## src/rtl/miner_job_scheduler.sv

```systemverilog
// Job sequencer for a single sha256 mining core: double-buffers host jobs, launches the core,
// and turns each job's outcome into a result record on a valid/ready port.
module miner_job_scheduler #(
  parameter logic NONCE_HALF    = 1'b0,
  parameter int   BUSY_TIMEOUT  = 16,
  parameter int   SETTLE_CYCLES = 8
) (
  input  logic         clk,
  input  logic         rst_n,
  input  logic         work_valid,
  output logic         work_ready,
  input  logic [255:0] work_midstate,
  input  logic [95:0]  work_data2,
  input  logic [7:0]   work_id,
  input  logic         abort,
  output logic [255:0] core_midstate,
  output logic [95:0]  core_data2,
  output logic         core_start,
  output logic         core_nonce_start,
  input  logic         core_busy,
  input  logic         core_ticket,
  input  logic [31:0]  core_nonce,
  output logic         res_valid,
  input  logic         res_ready,
  output logic [1:0]   res_status,
  output logic [31:0]  res_nonce,
  output logic [7:0]   res_id,
  output logic [15:0]  jobs_done,
  output logic [2:0]   state_dbg
);

  typedef enum logic [2:0] {
    IDLE      = 3'd0,
    LAUNCH    = 3'd1,
    WAIT_BUSY = 3'd2,
    MINING    = 3'd3,
    DRAIN     = 3'd4,
    REPORT    = 3'd5
  } state_t;

  localparam logic [15:0] BUSY_LAST   = 16'(BUSY_TIMEOUT - 1);
  localparam logic [15:0] SETTLE_LAST = 16'(SETTLE_CYCLES - 1);

  state_t        state;
  logic          pend_valid;
  logic [255:0]  pend_midstate;
  logic [95:0]   pend_data2;
  logic [7:0]    pend_id;
  logic [7:0]    act_id;
  logic [15:0]   cnt;

  assign work_ready       = !pend_valid;
  assign core_nonce_start = NONCE_HALF;
  assign state_dbg        = state;

  always_ff @(posedge clk or negedge rst_n) begin
    if (!rst_n) begin
      state         <= IDLE;
      pend_valid    <= 1'b0;
      pend_midstate <= '0;
      pend_data2    <= '0;
      pend_id       <= '0;
      act_id        <= '0;
      cnt           <= '0;
      core_midstate <= '0;
      core_data2    <= '0;
      core_start    <= 1'b0;
      res_valid     <= 1'b0;
      res_status    <= 2'b00;
      res_nonce     <= '0;
      res_id        <= '0;
      jobs_done     <= '0;
    end else begin
      core_start <= 1'b0;
      // The pending slot fills whenever it is empty, whatever the FSM is doing.
      if (work_valid && !pend_valid) begin
        pend_valid    <= 1'b1;
        pend_midstate <= work_midstate;
        pend_data2    <= work_data2;
        pend_id       <= work_id;
      end
      case (state)
        IDLE: begin
          if (pend_valid) begin
            core_midstate <= pend_midstate;
            core_data2    <= pend_data2;
            act_id        <= pend_id;
            pend_valid    <= 1'b0;
            core_start    <= 1'b1;
            state         <= LAUNCH;
          end
        end
        LAUNCH: begin
          cnt   <= '0;
          state <= WAIT_BUSY;
        end
        WAIT_BUSY: begin
          // got_ticket may still be left over from the previous job here.
          if (core_busy) begin
            state <= MINING;
          end else if (cnt == BUSY_LAST) begin
            res_valid  <= 1'b1;
            res_status <= 2'b10;
            res_nonce  <= '0;
            res_id     <= act_id;
            state      <= REPORT;
          end else begin
            cnt <= cnt + 16'd1;
          end
        end
        MINING: begin
          if (core_ticket) begin
            res_valid  <= 1'b1;
            res_status <= 2'b01;
            res_nonce  <= core_nonce;
            res_id     <= act_id;
            state      <= REPORT;
          end else if (abort || pend_valid) begin
            res_valid  <= 1'b1;
            res_status <= 2'b11;
            res_nonce  <= '0;
            res_id     <= act_id;
            state      <= REPORT;
          end else if (!core_busy) begin
            cnt   <= '0;
            state <= DRAIN;
          end
        end
        DRAIN: begin
          if (core_ticket) begin
            res_valid  <= 1'b1;
            res_status <= 2'b01;
            res_nonce  <= core_nonce;
            res_id     <= act_id;
            state      <= REPORT;
          end else if (abort) begin
            res_valid  <= 1'b1;
            res_status <= 2'b11;
            res_nonce  <= '0;
            res_id     <= act_id;
            state      <= REPORT;
          end else if (cnt == SETTLE_LAST) begin
            res_valid  <= 1'b1;
            res_status <= 2'b00;
            res_nonce  <= '0;
            res_id     <= act_id;
            state      <= REPORT;
          end else begin
            cnt <= cnt + 16'd1;
          end
        end
        REPORT: begin
          if (res_ready) begin
            res_valid <= 1'b0;
            jobs_done <= jobs_done + 16'd1;
            state     <= IDLE;
          end
        end
        default: state <= IDLE;
      endcase
    end
  end

endmodule
```

## config.mk

```make
export PLATFORM = sky130hd
export DESIGN_NAME = miner_job_scheduler
export DESIGN_NICKNAME = d
export VERILOG_FILES = /design/src/rtl/miner_job_scheduler.sv
export SDC_FILE = /design/constraint.sdc
export NUM_CORES = 1
export LEC_CHECK = 0
export BUFFER_PORTS_ARGS = -buffer_cell sky130_fd_sc_hd__buf_4
export CAP_MARGIN = 10
export CORE_MARGIN = 2
export CORE_UTILIZATION = 30
export CTS_CLUSTER_SIZE = 8
export DETAILED_ROUTE_END_ITERATION = 6
export SETUP_SLACK_MARGIN = 0.4
export SYNTH_ARGS = -nofsm -noshare
export SYNTH_HDL_FRONTEND = slang
export SYNTH_SLANG_ARGS = --single-unit
```

## constraint.sdc

```tcl
create_clock -name clk -period 5.4 [get_ports clk]
set_input_delay 0.27 -clock clk [delete_from_list [all_inputs] [get_ports clk]]
set_output_delay 0.27 -clock clk [all_outputs]
set_load 0.01 [all_outputs]
```

* Word-level counts from Yosys, hierarchy flattened
Index checks and enable logic that the tools add are counted.
** Word-level totals
- Register bits :: 800
- Output and inout bits :: 417
- Logic and storage cells :: 110
** Cells by class
- Add/subtract/negate cells :: 2
- Eq/ne operators :: 22
- Multiplexer cells :: 58
- Reductions and logical operators :: 13
** Operators by type and width (number)
- $mux W32 :: 7
- $mux W16 :: 8
- $pmux W32 S3 :: 1
- $pmux W16 S4 :: 1
- $mux W8 :: 7
- $add A16 B1 Y16 const B :: 2
- $mux W3 :: 10
- $pmux W8 S3 :: 1
- $ne A2 B2 Y1 const B :: 11
- $pmux W3 S6 :: 1
- $eq A16 B3 Y1 const B :: 1
- $eq A16 B4 Y1 const B :: 1
- $mux W2 :: 7
- $mux W1 :: 13
- $reduce_and A5 Y1 :: 2
- $reduce_and A9 Y1 :: 1
- $ne A4 B4 Y1 const B :: 2
- $reduce_bool A4 Y1 :: 2
- $eq A3 B2 Y1 const B :: 2
- $eq A3 B3 Y1 const B :: 2
- $ne A3 B3 Y1 const B :: 2
- $pmux W2 S3 :: 1
- $reduce_and A6 Y1 :: 1
- $pmux W1 S4 :: 1
- 7 further kinds :: 8

* Longest topological paths before layout
Gate-level depths: netlist of run 1.
- Word-level depth :: 5
- Mapped depth :: 7

* Least setup slack after synthesis of run 1
Ideal clock, no wire load.
- Path kind :: flip-flop to flip-flop
- Start :: register state[1] (netlist: state_dbg[1])
- End :: register core_data2[33]
- Data arrival time :: 1.844 ns
- Required time :: 5.275 ns
- Setup slack :: 3.431 ns
- Stages on the path, launching flop included :: 7
- Buffers on the path :: 4
- Path through :: dfrtp_1 buf_6 nor4_1 buf_2 clkbuf_1 buf_2 mux2_2
** Between the ends
- Word-level cells in the longest chain between the ends :: 2
** Ends and longest elaborated chain
- start: declaration :: RTL line 44 : state_t state;
- start signal: assignment :: RTL line 58 : state <= IDLE;
- start signal: assignment :: RTL line 90 : state <= LAUNCH;
- start signal: assignment :: RTL line 95 : state <= WAIT_BUSY;
- $logic_not A3 Y1 :: RTL line 82 : case (state)
- $reduce_and A2 Y1 (no line)
- end signal: assignment :: RTL line 86 : core_data2 <= pend_data2;
- end: declaration :: RTL line 17 : output logic [95:0] core_data2,
Every way passes these cells.
A chain may end at the register's enable or synchronous reset.

* Final worst setup path of run 1
- Start :: register state[1] (netlist: state_dbg[1])
- End :: register res_id[7]
** Between the ends
- Word-level cells in the longest chain between the ends :: 3
- Elaborated cells on any way between the ends :: 10
- Those cells by class :: eq/ne (7); mux (1); reduce/logical (2)
** Ends and longest elaborated chain
- $eq A3 B3 Y1 or $eq A3 B2 Y1 (tied branches) :: RTL line 82
- $ne A4 B4 Y1 (no line), or another cell as far along
- $reduce_and A5 Y1 (no line)
- end signal: assignment :: RTL line 105 : res_id <= act_id;
- end signal: assignment :: RTL line 116 : res_id <= act_id;
- end signal: assignment :: RTL line 122 : res_id <= act_id;
- end: declaration :: RTL line 27 : output logic [7:0] res_id,
Parallel ways exist; a longest one is shown, timed or not.

==> flow_summary_export.csv, run 1 <==
group,metric,value,unit
die,core,100000,µm²
sta,setup_violations,0,
worst_setup_path,path_class,"reg -> reg",
die,die_h,321.6,µm
pwr,powerDensity,587.3,nW/µm²
yosys,syn_avg_cell_area,16.38,µm²
yosys,synth_top_family_by_area,"multiplexers",
sta,min_period_over_period,0.5765,
yosys,ys_seq_area_frac,0.6615,
yosys,synth_area_leaders,"dfrtp_1, mux2_2, buf_2, a22o_1, o31ai_1",
global_routing,track_usage,0.1630,
worst_hold_path,hold_path.class,"in -> reg",
pwr,power,26.28,mW
global_routing,grt_overflow_total,0,
cts,root_buffer,"clkbuf_16",
global_routing,antenna_found_initial,7,
routing,wl_per_cell,19.51,µm
sta,slew_violations,0,
routing,totalWireLength,86050,µm
cts,cts_tree,"built",
worst_setup_path,path_max_fanout,24,
yosys,ys_types,54,
placed_design,dp_cells,3883,
finish,final_layout_size_suffix_gt1_frac,0.5491,
worst_setup_path,crit_arrival,3.66,ns
die,rows,116,
placed_design,dpl.hpwl,59650,µm
flow_run,maxCapViolCount,0,
sta,setup_tns,0,ns
worst_setup_path,critPathCaptureType,"register",
sta,tightest_slew,1.096,ns
cts,post_cts_resize_count,0,
die,die_x,321.6,µm
sta,rsz0062_at_grt,"false",
cts,htree_levels,3,
cts,post_cts_buffers,0,
yosys,synth_xor_area_frac,0.004341,
yosys,synthesis.area,30260,µm²
finish,finalNonFillerCells,4410,
yosys,yosys.area_share.simple,0.01753,
routing,ant_nets,0,
yosys,yosys_register_bits,800,
routing,viasPerCell,4.603,
finish,layout_commonest_cell,"buf_4",
sta,fin_crit,3.113,ns
die,initial_utilization,0.3026,
yosys,synth_compound_area_frac,0.02493,
placed_design,gp_congestion,0.8163,
cts,clk_pin_slew_worst_paths,0.05,ns
yosys,syn_nets,2249,
die,dieArea,103400,µm²
die,ios,816,
yosys,synthCells,1848,
finish,n_fill_cell,8787,
pwr,power.leakage,20.15,nW
yosys,yosysTopAreaCell,"dfrtp_1",
yosys,synth_edf_count,0,
yosys,synthAdderAreaFrac,0.0008269,
cts,hold_buffers,397,
yosys,ys.flop_type,"dfrtp_1",
worst_setup_path,start_kind,"register",
cts,clk_latency,0.66,ns
sta,fmaxAchievable,321.3,MHz
routing,drtIter0Drc,807,
sta,clock_skew,0.02110,ns
cts,cts_sinks,800,
finish,fin_nets,3496,
sta,max-slew-margin-rel,0.2678,
routing,vias,20300,
pwr,ir_drop,0.3197,mV
finish,final_util,0.4475,
global_routing,grt_pass1_vias,22740,
cts,cts_made_buffers,111,
global_routing,grt_pass1_wl,131900,µm
finish,final_cell_mix,"buf_4, dfrtp_1, mux2_2, dlygate4sd3_1, clkbuf_16",
yosys,synth.area.mux_share,0.2734,
yosys,yosys_warnings,0,
outcome,status,"finished, final reports clean",
sta,hold_viol_final,0,
yosys,async_flop_share,1.000,
routing,post-route-drc-count,0,
global_routing,grt_start_max_net_pins,153,
finish,syn2layout_area_growth,47.87,%
placed_design,io_buffer_count,814,
worst_setup_path,cp.required,5.95,ns
routing,dr.pass1.iters,5,
cts,clock_path_buffers,3,
yosys,synth_top_cell_area_share,0.6615,
[cells in the mapped netlist, drive strengths merged, types with 6 or more instances]
cell,number
o31ai,22
nand2,18
a21oi,6
inv,7
nand3,15
buf,82
dfrtp,800
nand4,7
a22o,33
o21ai,9
mux2,732
a31oi,7
nor2,20
clkbuf,19
nor4,6
xnor2,10
[layout make-up]
cell class / count / area (µm²) / area share
sequential: 800 / 20020 / 0.4473
timing repair buffer: 1235 / 10360 / 0.2315
multi-input combinational: 940 / 9754 / 0.2180
clock buffer: 119 / 2882 / 0.06439
tap: 1298 / 1624 / 0.03629
clock inverter: 6 / 73.82 / 0.001650
inverter: 7 / 26.28 / 0.0005871
antenna: 5 / 12.51 / 0.0002796
[final timing paths]
kind                               startpoint  slack, ns  cells after the start            endpoint
min in group asynchronous               rst_n       0.24                      2  pend_midstate[154]
worst min register to register  jobs_done[15]       0.48                      1       jobs_done[15]
worst min-delay path              core_ticket       0.16                      3       res_status[1]
max in group asynchronous               rst_n       3.50                      3      pend_data2[74]
worst max register to register   state_dbg[1]       2.29                      5           res_id[7]
worst max-delay path             state_dbg[1]       2.29                      5           res_id[7]
[flip-flops by register name (all words and copies together) (netlist names), 16 cells and up]
register and flops:
cnt 16, core_data2 96, core_midstate 256, jobs_done 16, pend_data2 96, pend_midstate 256, res_nonce 32
[per-stage QoR]
step                      hold WS, ns  area (µm²)  worst slack, ns
after detailed placement       0.4271       37810            2.286
after global routing           0.1391       44750            2.114
final                          0.1569       44750            2.287
after global placement         0.4093       37810            2.408
after floorplan              -0.02559       30260            3.431
after CTS                     0.06330       44740            2.275
[critical path: stages (launching register included)]
cell and delay (ns):
dfrtp_1 0.69, nor2b_1 0.48, nand2_1 0.31, o221ai_4 0.70
buf_4 0.45, mux2_2 0.37
[routing by layer]
| layer | up-vias | part of all wire | wire, µm | global-route usage |
|---|---|---|---|---|
| li1 | 9080 | - | - | - |
| met1 | 10360 | 0.37 | 31430 | 0.1774 |
| met2 | 653 | 0.52 | 44990 | 0.2909 |
| met3 | 208 | 0.062 | 5371 | 0.04420 |
| met4 | 4 | 0.049 | 4226 | 0.08100 |
| met5 | - | 0.00031 | 27 | 0 |
[power by group]
part	internal [mW]	switching (mW)	leakage, nW
Sequential	9.02	1.69	9.59
Combinational	5.52	3.93	9.10
Clock	3.73	2.40	1.45
Total	18.3	8.01	20.2
[cell families (layout without fill, tap and decap cells)]
family,Yosys count,in the layout
other,1,6
and+or+nand+nor,93,93
buffers and inverters,108,1367
muxes,732,732
xor gates and xnor gates,15,15
AOI/OAI and AO/OA,97,97
adders and majority gates,2,2
DFF,800,800
Note: power is estimated with default switching activity, not from simulation.
==> inputs of run 2 (changes only) <==
ABC_AREA = 1   (was not set)
clock period = 2.6 ns   (was 5.4 ns; I/O delays follow)
==> flow_summary_export.csv, run 2 <==
group,metric,value,unit
yosys,yosys_register_bits,800,
yosys,ys.flop_type,"dfrtp_1",
sta,fin_crit,2.085,ns
pwr,power,54.47,mW
die,die_h,324.6,µm
finish,final_layout_size_suffix_gt1_frac,0.4319,
pwr,powerDensity,1188,nW/µm²
pwr,ir_drop,0.6682,mV
yosys,synth_area_leaders,"dfrtp_1, mux2_2, mux2_1, nand2_1, buf_6",
yosys,synth_edf_count,0,
die,core,101900,µm²
worst_setup_path,path_class,"reg -> reg",
cts,clk_pin_slew_worst_paths,0.05,ns
yosys,ys_types,31,
die,rows,117,
global_routing,grt_pass1_vias,22640,
cts,htree_levels,3,
cts,clock_path_buffers,3,
global_routing,grt_pass1_wl,134500,µm
routing,drtIter0Drc,872,
sta,min_period_over_period,0.8020,
yosys,syn_avg_cell_area,14.94,µm²
routing,dr.pass1.iters,4,
finish,syn2layout_area_growth,48.72,%
cts,root_buffer,"clkbuf_16",
yosys,synth_top_cell_area_share,0.6492,
worst_setup_path,cp.required,3.14,ns
global_routing,track_usage,0.1614,
worst_setup_path,cpPeakStageDelay,0.51,ns
yosys,synthCells,2064,
sta,clock_skew,0.02089,ns
finish,stdcell_area,45860,µm²
die,ios,816,
finish,layout_commonest_cell,"buf_4",
routing,ant_nets,0,
yosys,syn_nets,2465,
placed_design,dpl.hpwl,60500,µm
pwr,power.leakage,21.15,nW
sta,tightest_slew,0.6052,ns
routing,post-route-drc-count,0,
global_routing,grt_start_max_net_pins,92,
cts,cts_sinks,800,
sta,rsz0062_at_grt,"true",
worst_hold_path,hold_path.class,"in -> async",
placed_design,io_buffer_count,814,
finish,n_fill_cell,9196,
die,die_x,324.6,µm
sta,setup_tns,0,ns
routing,totalWireLength,86440,µm
yosys,yosys_warnings,0,
die,initial_utilization,0.3027,
worst_setup_path,slowest_stage,"dfrtp_1",
worst_setup_path,path_max_fanout,40,
placed_design,placed_area,38750,µm²
placed_design,gp_congestion,0.8191,
worst_setup_path,start_kind,"register",
cts,clk_latency,0.67,ns
yosys,synth.most_common_cell,"dfrtp_1",
routing,wl_per_cell,18.19,µm
worst_setup_path,crit_arrival,2.62,ns
sta,hold_viol_final,0,
sta,fmaxAchievable,479.6,MHz
yosys,synthesis.area,30840,µm²
global_routing,antenna_found_initial,5,
yosys,async_flop_share,1.000,
sta,slew_violations,0,
global_routing,grt_overflow_total,0,
worst_setup_path,reg2reg_slack,0.51,ns
cts,cts_made_buffers,111,
routing,viasPerCell,4.423,
worst_setup_path,path_cells,"inv_1 > nand2_2 > nor2_4 > buf_12 > buf_4 > mux2_1",
finish,reg_top3,"core_midstate: 256 flops, pend_midstate: 256 flops",
die,dieArea,105400,µm²
finish,fin_nets,3766,
flow_run,maxCapViolCount,0,
sta,max-slew-margin-rel,0.5956,
yosys,yosysTopAreaCell,"dfrtp_1",
worst_setup_path,critPathCaptureType,"register",
outcome,status,"finished, final reports clean",
cts,cts_tree,"built",
yosys,ys_seq_area_frac,0.6492,
finish,final_cell_mix,"buf_4, dfrtp_1, mux2_2, dlygate4sd3_1, mux2_1",
yosys,synth_common_cells,"dfrtp_1, mux2_2, mux2_1, nand2_1, nor2_1",
routing,vias,21010,
sta,setup_violations,0,
-- run 2: per-stage QoR --
stage | worst slack (ns) | utilization | hold slack (ns) | instances
floorplan | 0.8710 | - | -0.1656 | 2064
global placement | 0.3882 | 0.3803 | 0.1490 | 4215
detailed placement | 0.2747 | 0.3803 | 0.1512 | 4215
CTS | 0.3760 | 0.4488 | 0.002406 | 4738
global route | 0.3994 | 0.4501 | 0.02588 | 4748
finish | 0.5149 | 0.4501 | 0.03716 | 4751
-- run 2: logic make-up after synthesis --
kind of cell,share of synthesized area
adders and majority gates,0.0008113
DFF,0.6492
muxes,0.2629
buffers and inverters,0.02653
and+or+nand+nor,0.05035
other,0.0001216
xor gates and xnor gates,0.004544
AOI/OAI and AO/OA,0.005559
-- run 2: critical path: cells and delay by family (launching register included) --
| kind | cells | cell delay [ns] |
|---|---|---|
| mux | 1 | 0.35 |
| flops | 1 | 0.51 |
| simple gates | 2 | 0.29 |
| buf+inv | 3 | 0.73 |
-- run 2: cell type report --
| cell class | count | area, µm² | area share |
|---|---|---|---|
| Sequential cell | 800 | 20020 | 0.4365 |
| Clock buffer | 116 | 2838 | 0.06187 |
| Multi-Input combinational cell | 1142 | 10090 | 0.2199 |
| Antenna cell | 7 | 17.52 | 0.0003819 |
| Timing Repair Buffer | 1280 | 10950 | 0.2387 |
| Tap cell | 1368 | 1712 | 0.03732 |
| Inverter | 30 | 112.6 | 0.002455 |
| Clock inverter | 8 | 131.4 | 0.002865 |
-- run 2: final timing paths --
kind	from	endpoint	cells after the start
worst min register to register	res_nonce[14]	res_nonce[14]	2
worst min-delay path	rst_n	pend_midstate[10]	2
min in group clk	work_valid	pend_midstate[14]	4
worst max register to register	state_dbg[2]	core_midstate[9]	6
worst max-delay path	state_dbg[2]	core_midstate[9]	6
max in group asynchronous	rst_n	core_midstate[188]	4
-- run 2: repair_timing --
action                                 4_1_cts  5_1_grt
endpoints found under the hold margin      935        0
gates cloned                                 1        2
resized for setup                            2        8
hold buffers                               398        0
setup endpoints to repair                   43       73
buffers inserted                             0        4
pin swaps                                    1        4
-- run 2: per-layer routing --
layer | vias to the layer above | part of all wire | global-route usage
met1 | 10560 | 0.41 | 0.1975
met5 | - | 0.00014 | 0
met3 | 151 | 0.070 | 0.04946
li1 | 9658 | - | -
met2 | 648 | 0.49 | 0.2715
met4 | 2 | 0.029 | 0.05143
-- run 2: power by group --
group | switching (mW) | internal, mW | total (mW)
registers | 3.32 | 18.7 | 22.0
clock network | 5.09 | 7.69 | 12.8
logic | 8.75 | 10.9 | 19.7
total | 17.2 | 37.3 | 54.5
==> inputs of run 3 (changes only) <==
clock period = 1.7 ns   (was 2.6 ns; I/O delays follow)
==> flow_summary_export.csv, run 3 (synthesis gave the netlist of run 2 again) <==
group,metric,value,unit
sta,min_period_over_period,1.039,
flow_run,maxCapViolCount,0,
worst_setup_path,path_cells,"nor2_4 > nand2_4 > nor2_4 > buf_4 > buf_12 > buf_12 > mux2_2",
placed_design,dpl.hpwl,61230,µm
routing,ant_nets,0,
cts,clk_latency,0.68,ns
sta,setup_violations,229,
finish,stdcell_area,47130,µm²
die,core,101900,µm²
cts,clock_path_buffers,3,
routing,dr_wl_met2,44020,µm
global_routing,grt_overflow_total,0,
global_routing,grt_pass1_vias,23420,
worst_setup_path,cp.required,2.24,ns
finish,n_fill_cell,9112,
routing,wl_per_cell,18.29,µm
sta,rsz0062_at_grt,"true",
global_routing,grt_pass1_wl,137100,µm
routing,routed-wl-met3,6574,µm
routing,wl_met1,34620,µm
routing,top_layer,"met4",
routing,dr.pass1.iters,5,
finish,final_util,0.4626,
routing,post-route-drc-count,0,
cts,htree_levels,3,
placed_design,io_buffer_count,814,
finish,regArea,20020,µm²
sta,tightest_slew,1.015,ns
cts,clk_pin_slew_worst_paths,0.05,ns
routing,vias,21280,
die,initial_utilization,0.3027,
placed_design,gp_congestion,0.8277,
sta,max-slew-margin-rel,0.3210,
placed_design,pre_cts_slack,-0.08411,ns
routing,totalWireLength,88320,µm
finish,final_layout_size_suffix_gt1_frac,0.4585,
die,dieArea,105400,µm²
cts,root_buffer,"clkbuf_16",
worst_setup_path,path_buf_inv,3,
sta,clock_skew,0.02237,ns
sta,fin_crit,1.767,ns
sta,hold_ws,0.1525,ns
placed_design,placed_area,39540,µm²
worst_setup_path,path_max_fanout,19,
worst_setup_path,start_kind,"register",
sta,hold_viol_final,0,
pwr,powerDensity,1827,nW/µm²
global_routing,antenna_found_initial,2,
global_routing,track_usage,0.1649,
worst_setup_path,reg2reg_slack,-0.07,ns
routing,drtIter0Drc,756,
cts,cts_tree,"built",
die,ios,816,
sta,slew_violations,0,
cts,cts_made_buffers,110,
worst_setup_path,cpPeakStageDelay,0.43,ns
global_routing,grt_start_max_net_pins,82,
worst_setup_path,slowest_stage,"dfrtp_1",
finish,syn2layout_area_growth,52.83,%
outcome,violations,"setup timing",
pwr,power.leakage,21.88,nW
die,die_x,324.6,µm
finish,final_cell_mix,"buf_4, dfrtp_1, mux2_2, dlygate4sd3_1, mux2_1",
routing,viasPerCell,4.406,
finish,layout_commonest_cell,"buf_4",
worst_setup_path,crit_arrival,2.30,ns
worst_setup_path,path_class,"reg -> reg",
sta,fin_ws,-0.06657,ns
pwr,ir_drop,1.281,mV
worst_setup_path,critPathCaptureType,"register",
finish,multi_input_area,10310,µm²
sta,fmaxAchievable,566.1,MHz
die,rows,117,
finish,reg_top3,"core_midstate: 256 flops, pend_midstate: 256 flops",
worst_setup_path,cp_top_family,"buffers and inverters",
outcome,status,"finished, violations left",
die,die_h,324.6,µm
finish,fin_nets,3850,
worst_hold_path,hold_path.class,"in -> reg",
cts,cts_sinks,800,
## run 3: cell types whose count changed in the layout (fill, tap and decap cells not counted), moves of 7 or more
| cell | previous run | this run |
|---|---|---|
| buf_12 | 26 | 40 |
| nor2_1 | 58 | 51 |
| mux2_1 | 289 | 256 |
| mux2_2 | 431 | 408 |
| buf_4 | 853 | 906 |
| mux2_4 | 0 | 56 |
| nor2_2 | 2 | 9 |
## run 3: area by class of cell
cell class,instances,share of cell area
clock inverter,8,0.003531
sequential,800,0.4248
tap,1368,0.03632
antenna,3,0.0001593
multi-input combinational,1139,0.2188
clock buffer,114,0.05893
inverter,30,0.002416
timing repair buffer,1368,0.2551
## run 3: path summary, 6_finish.rpt
check | startpoint | to | depth (start not counted)
max in group asynchronous | rst_n | pend_midstate[7] | 3
worst max-delay path | state_dbg[0] | core_midstate[146] | 7
worst max register to register | state_dbg[0] | core_midstate[146] | 7
worst min register to register | pend_id[0] | act_id[0] | 1
min in group asynchronous | rst_n | pend_midstate[220] | 3
worst min-delay path | core_nonce[13] | res_nonce[13] | 4
## run 3: power by group
part	switching [mW]	total, mW	leakage (nW)	internal, mW
combinational	14.0	32.9	10.9	19.0
clock	7.90	19.5	1.44	11.6
sequential	5.08	33.7	9.57	28.6
total	27.0	86.1	21.9	59.2
## run 3: per-layer routing
metal / GRT usage / vias up
met5: 0 / -
met4: 0.06361 / 0
met3: 0.05423 / 167
met2: 0.2826 / 659
met1: 0.1906 / 10630
li1: - / 9829
## run 3: repair_timing
action	4_1_cts	5_1_grt
pin swaps	0	2
hold endpoints to repair	1213	0
gates cloned	3	5
endpoints found under the setup margin	1207	1232
setup buffers	6	3
hold buffers	399	0
resized for setup	17	78
## run 3: metrics by stage
step | setup TNS [ns] | cells | power (mW)
3_3_place_gp | -9.913 | 4289 | 63.59
2_1_floorplan | 0 | 2064 | 49.42
5_1_grt | -39.88 | 4829 | 91.31
6_report | -5.228 | 4830 | 86.12
4_1_cts | -10.76 | 4819 | 85.75
3_5_place_dp | -17.41 | 4289 | 64.33
## run 3: tightest hold or removal path, stage by stage
cell and delay (ns):
dlygate4sd3_1 0.52, buf_4 0.10, nand2_1 0.04, nand2_1 0.05
